### config.mk
export PLATFORM = sky130hd
export DESIGN_NAME = save_tx_buffer
export DESIGN_NICKNAME = d
export VERILOG_FILES = /design/src/rtl/save_tx_buffer.sv
export SDC_FILE = /design/constraint.sdc
export NUM_CORES = 1
export LEC_CHECK = 0
export ABC_AREA = 0
export ABC_CLOCK_PERIOD_IN_PS = 5860
export CORE_AREA = 2 2 139 141
export CTS_BUF_LIST = sky130_fd_sc_hd__clkbuf_4
export CTS_CLUSTER_SIZE = 16
export DETAILED_ROUTE_END_ITERATION = 8
export DIE_AREA = 0 0 141 143
export HOLD_SLACK_MARGIN = 0.06
export PLACE_DENSITY = 0.65
export RECOVER_POWER = 50
export SETUP_SLACK_MARGIN = 0.5
export SLEW_MARGIN = 20
export SYNTH_ARGS = -nofsm -noshare
export SYNTH_HDL_FRONTEND = slang
export SYNTH_SLANG_ARGS = --single-unit
### constraint.sdc
create_clock -name clk -period 5.86 [get_ports clk]
set_clock_uncertainty 0.1 [all_clocks]
set_input_delay 0.586 -clock clk [delete_from_list [all_inputs] [get_ports clk]]
set_output_delay 0.586 -clock clk [all_outputs]
set_load 0.01 [all_outputs]
### src/rtl/save_tx_buffer.sv
// save_tx_buffer
//
// Byte FIFO feeding a UART transmitter (8N1, LSB first, idle high).
// Bytes from the upstream saving stage are pushed when write and en are
// both high; the transmitter drains the FIFO one frame at a time and runs
// on every clk, independent of en.
//
// Parameters
//   DEPTH        FIFO depth in bytes (power of two, >= 2)
//   CLKS_PER_BIT clk cycles per UART bit (>= 2)
//
// Ports
//   clk       system clock, rising edge
//   rst       synchronous active-high reset
//   en        clock enable qualifying write
//   data_in   byte to push
//   write     push request (effective only with en=1)
//   tx        registered UART serial output
//   count     bytes currently held in the FIFO
//   empty     count == 0
//   full      count == DEPTH
//   overflow  sticky: a push was dropped because the FIFO was full
//   busy      transmitter is not IDLE

module save_tx_buffer #(
  parameter int DEPTH        = 16,
  parameter int CLKS_PER_BIT = 868
) (
  input  logic                     clk,
  input  logic                     rst,
  input  logic                     en,
  input  logic [7:0]               data_in,
  input  logic                     write,
  output logic                     tx,
  output logic [$clog2(DEPTH):0]   count,
  output logic                     empty,
  output logic                     full,
  output logic                     overflow,
  output logic                     busy
);

  localparam int AW = $clog2(DEPTH);
  localparam int TW = (CLKS_PER_BIT > 1) ? $clog2(CLKS_PER_BIT) : 1;

  localparam logic [TW-1:0] TIMER_LAST = TW'(CLKS_PER_BIT - 1);
  localparam logic [AW:0]   COUNT_FULL = (AW + 1)'(DEPTH);

  typedef enum logic [1:0] {
    IDLE  = 2'd0,
    START = 2'd1,
    DATA  = 2'd2,
    STOP  = 2'd3
  } state_t;

  // ---------------------------------------------------------------------
  // FIFO storage and bookkeeping
  // ---------------------------------------------------------------------
  logic [7:0]    mem [DEPTH];
  logic [AW-1:0] wr_ptr;
  logic [AW-1:0] rd_ptr;
  logic [7:0]    head;

  logic push_req;
  logic push;
  logic drop;
  logic pop;

  assign empty = (count == '0);
  assign full  = (count == COUNT_FULL);

  // full is the registered value, so a pop on the same edge does not make
  // room for a push that arrives while full; that push is dropped.
  assign push_req = write & en;
  assign push     = push_req & ~full;
  assign drop     = push_req & full;

  assign head = mem[rd_ptr];

  always_ff @(posedge clk) begin
    if (rst) begin
      wr_ptr   <= '0;
      rd_ptr   <= '0;
      count    <= '0;
      overflow <= 1'b0;
    end else begin
      if (push) begin
        wr_ptr <= wr_ptr + 1'b1;
      end
      if (pop) begin
        rd_ptr <= rd_ptr + 1'b1;
      end
      case ({push, pop})
        2'b10:   count <= count + 1'b1;
        2'b01:   count <= count - 1'b1;
        default: count <= count;
      endcase
      if (drop) begin
        overflow <= 1'b1;
      end
    end
  end

  // Storage is not reset; the pointers and count define what is valid.
  always_ff @(posedge clk) begin
    if (push && !rst) begin
      mem[wr_ptr] <= data_in;
    end
  end

  // ---------------------------------------------------------------------
  // Transmitter
  // ---------------------------------------------------------------------
  state_t        state;
  state_t        state_next;
  logic [TW-1:0] timer;
  logic [TW-1:0] timer_next;
  logic [2:0]    bit_idx;
  logic [2:0]    bit_idx_next;
  logic [7:0]    shift;
  logic [7:0]    shift_next;
  logic          tx_q;
  logic          tx_next;

  assign tx   = tx_q;
  assign busy = (state != IDLE);

  always_ff @(posedge clk) begin
    if (rst) begin
      state   <= IDLE;
      timer   <= '0;
      bit_idx <= '0;
      shift   <= '0;
      tx_q    <= 1'b1;
    end else begin
      state   <= state_next;
      timer   <= timer_next;
      bit_idx <= bit_idx_next;
      shift   <= shift_next;
      tx_q    <= tx_next;
    end
  end

  // tx_next is the line level for the state being entered, so the tx
  // flop changes on the same edge as the state and the output is a clean
  // register with no decode glitches. This also gives the one-edge
  // push-to-start latency out of IDLE.
  always_comb begin
    state_next   = state;
    timer_next   = timer;
    bit_idx_next = bit_idx;
    shift_next   = shift;
    tx_next      = 1'b1;
    pop          = 1'b0;

    case (state)
      IDLE: begin
        tx_next = 1'b1;
        if (!empty) begin
          pop          = 1'b1;
          shift_next   = head;
          timer_next   = '0;
          bit_idx_next = '0;
          state_next   = START;
          tx_next      = 1'b0;
        end
      end

      START: begin
        if (timer == TIMER_LAST) begin
          timer_next = '0;
          state_next = DATA;
          tx_next    = shift[0];
        end else begin
          timer_next = timer + 1'b1;
          tx_next    = 1'b0;
        end
      end

      DATA: begin
        if (timer == TIMER_LAST) begin
          timer_next = '0;
          if (bit_idx == 3'd7) begin
            state_next = STOP;
            tx_next    = 1'b1;
          end else begin
            bit_idx_next = bit_idx + 3'd1;
            tx_next      = shift[bit_idx + 3'd1];
          end
        end else begin
          timer_next = timer + 1'b1;
          tx_next    = shift[bit_idx];
        end
      end

      STOP: begin
        tx_next = 1'b1;
        if (timer == TIMER_LAST) begin
          timer_next = '0;
          state_next = IDLE;
        end else begin
          timer_next = timer + 1'b1;
        end
      end

      default: begin
        state_next = IDLE;
        timer_next = '0;
        tx_next    = 1'b1;
      end
    endcase
  end

endmodule

==> summary.md <==
The final design utilization was 0.411. Counting along the longest clock path gives a buffer depth of 2. The critical path in this run is classified as reg -> reg.

Counting distinct cell types in the post-synthesis netlist gives 46. Detailed routing inserted a total of 3,797 vias. CTS placed an instance of clkbuf_4 at the clock tree root.

Yosys printed 0 warnings. The floorplan step set the die width to 141 um. Sequential area share after synthesis: 0.662. The power share of the combinational group was 0.303; the post-synthesis instance total was 453. The logs give -0.948 for the remaining max-slew budget at the tightest pin and 0 for the number of nets with antenna violations after detailed routing. The final number of max-transition violations is 36, and the highest clock rate is 253 MHz. The share of final-layout standard cells stronger than drive strength 1 was 0.165.

The share of synthesized flip-flops with an asynchronous set or reset came out at 0. The number of antenna violations at the first check in global routing is 0. For the pin with the worst max-slew slack, the measured transition is 2920 ps. The area growth from synthesis to layout is 9.65%.

For this run the aggregate overflow at the end of global routing stands at 0. Before antenna repair, the detailed router went through 5 iterations. The hold buffer count at CTS was 0. In this run the worst hold path is classified as reg -> reg.

Power spread over the standard cell area amounts to 383 nW/um^2. Share of power burned in the clock network: 0.219. In this run the vertical extent of the chip is 143 um. The number of cell rows came out at 50. The sequential group share of total power was 0.477.

The analysis attributes to cell leakage a power of 2.43 nW. The detailed router finished its first iteration with 287 violations. Data on the critical path is required at its endpoint by 6200 ps.

The number of setup buffers added after CTS is 0. The logs give 0.140 for the overall track demand over capacity in global routing and 38 for the maximum number of pins on one net before global-route repair. The logs give 0 for the hold violation count in the final report and 7630 um^2 for the post-layout instance area. Cell internal power was estimated by the tool at 0.00196 W.

After clock tree synthesis, the repair step resized 0 gates. Summed over all nets, the half-perimeter wirelength after detailed placement is 8.64 mm. The routed design could run at a clock period as short as 3950 ps. After detailed routing, the number of vias per cell comes to 5.27. Power comes to 0.00292 W. The number of diodes added for antenna fixing is 0.

In this run the power spent charging and discharging nets is 0.000959 W. The placed cell area is 7370 um^2, and the global-route wire length before repair is 20.9 mm. The core region is 18,600 um^2.

The run finished, with violations left. At the end of routability-driven placement, the weighted congestion stood at 0.770. Setup repair after global routing left no endpoint under its margin. After synthesis the netlist holds a flip-flop and latch count of 166. The worst setup path is captured at a register. After clock tree synthesis, the clock-pin slew on the worst setup and hold paths is 140 ps. The count of port buffers added during placement is 21. The setup TNS is 0 ps, and the number of H-tree branching levels is 4.

Part of the cycle the worst path needs: 0.673. The final routed wire length divided by cell count came out at 18.4 um. The starting utilization of the core area was 0.375; the via count of the first global-routing pass was 3,840.

The final setup violation count was 0; the post-synthesis net count was 481. For the clock insertion delay at the later pin of the skew report, the log shows 560 ps. For this run, the post-layout net count is 501. The final reports fail on capacitance limit, slew limit.

22 I/O pins were placed. TritonCTS built the clock tree. After detailed routing, the number of remaining DRC violations is 0. The max-capacitance violation count came out at 1. The switching share of power works out to 0.328. The signal arrival time at the worst endpoint came out at 4290 ps.

The mapped cell area was 6960 um^2; the maximum fanout along the worst path was 35. CTS saw 166 sinks. Among all flip-flop cells after synthesis, the most frequent one is edfxtp_1. The worst-case IR drop observed on VDD is 0.000123 V. Die area: 20,200 um^2. Summed over all layers, the routed wires come to 13.2 mm. Clock tree synthesis inserted a total of 17 buffers. The tightest hold path in the finished design has a slack of 388 ps. STA classifies the critical path startpoint as a register. Counting flops with a built-in enable in the synthesized netlist gives 128. Averaged over all synthesized cells, the footprint is 15.4 um^2.
==> worst max-delay path: stages (launching register included) <==
cell and delay (ps):
dfxtp_2 340, clkbuf_1 2060, mux4_2 730, a22oi_1 270, a21oi_1 120, a21oi_1 150, nor2_1 50
==> path summary, 6_finish.rpt <==
path / from / end / slack [ps] / cells past startpoint
min reg2reg: overflow / overflow / 390 / 2
max: rd_ptr[0] / shift[0] / 1910 / 6
max reg2reg: rd_ptr[0] / shift[0] / 1910 / 6
min: overflow / overflow / 390 / 2
==> state kept, by name, summed over array words and instances (netlist names) <==
register / flops
tx: 1
timer: 10
bit_idx: 3
wr_ptr: 4
overflow: 1
count: 5
state: 2
rd_ptr: 4
shift: 8
mem: 128
==> layout by cell type, fill, tap and decap left out, types with 5 or more instances in the layout <==
cell	synthesis	routed
clkbuf_4	0	18
dfxtp_1	38	37
dlygate4sd3_1	0	13
xnor2_1	8	8
xor2_1	11	11
nand2_1	17	17
clkdlybuf4s50_1	0	8
o21ai_0	5	5
inv_1	7	7
nand4_1	5	5
nor2_1	59	59
ha_1	16	16
mux4_2	36	36
nor2b_1	5	5
a21oi_1	26	26
edfxtp_1	128	128
nor3_1	5	5
inv_6	0	7
a22oi_1	17	17
==> cells by family after synthesis <==
family | Yosys count | share of synthesized area
DFF | 166 | 0.662
buffers and inverters | 30 | 0.0212
AOI/OAI and AO/OA | 63 | 0.0581
and+or+nand+nor | 116 | 0.0793
muxes | 43 | 0.127
xor gates and xnor gates | 19 | 0.0239
adders and majority gates | 16 | 0.0288
==> cell type report <==
type	instances	area, um^2
well taps	234	293
clock inverters	14	135
repair buffers	24	229
multi-input cells	257	2210
inverters	7	26.3
fillers	1654	10900
flip-flops and latches	166	4610
clock buffers	18	135
==> power groups by stage <==
stage / clock, W / sequential, W / combinational, W
final: 0.000641 / 0.00140 / 0.000887
after detailed placement: 0 / 0.00142 / 0.000886
after global placement: 0 / 0.00141 / 0.000859
after global routing: 0.000706 / 0.00140 / 0.000986
after CTS: 0.000662 / 0.00139 / 0.000889
after floorplan: 0 / 0.00140 / 0.000698
==> synthesized netlist by cell type, types with 2 or more instances <==
master | n | area, um^2
edfxtp_1 | 128 | 3840
nor2_1 | 59 | 221
dfxtp_1 | 38 | 761
mux4_2 | 36 | 811
a21oi_1 | 26 | 130
a22oi_1 | 17 | 128
nand2_1 | 17 | 63.8
ha_1 | 16 | 200
xor2_1 | 11 | 96.3
clkbuf_1 | 9 | 33.8
xnor2_1 | 8 | 70.1
buf_2 | 7 | 35.0
inv_1 | 7 | 26.3
nand4_1 | 5 | 31.3
nor2b_1 | 5 | 31.3
nor3_1 | 5 | 25.0
o21ai_0 | 5 | 25.0
mux2_2 | 4 | 45.0
nand2b_1 | 4 | 25.0
a31oi_1 | 3 | 18.8
and2_1 | 3 | 18.8
buf_1 | 3 | 11.3
buf_6 | 3 | 33.8
mux2i_1 | 3 | 30.0
nand3b_1 | 3 | 22.5
o2111ai_1 | 3 | 26.3
or3_1 | 3 | 18.8
nand3_1 | 2 | 10.0
nor3b_1 | 2 | 15.0
o211ai_1 | 2 | 15.0
==> metal layers <==
metal,GRT usage,routed length [um],vias to the layer above
li1,-,-,1785
met1,0.185,5940,1899
met2,0.225,6440,103
met3,0.0406,702,10
met4,0.0432,153,0
met5,0,0,-
==> through the flow <==
step | cells | setup WS, ps
floorplan | 453 | 2560
global placement | 688 | 2290
detailed placement | 688 | 2120
CTS | 720 | 2110
global route | 720 | 1410
finish | 720 | 1910
Note: power is estimated with default switching activity, not from simulation.
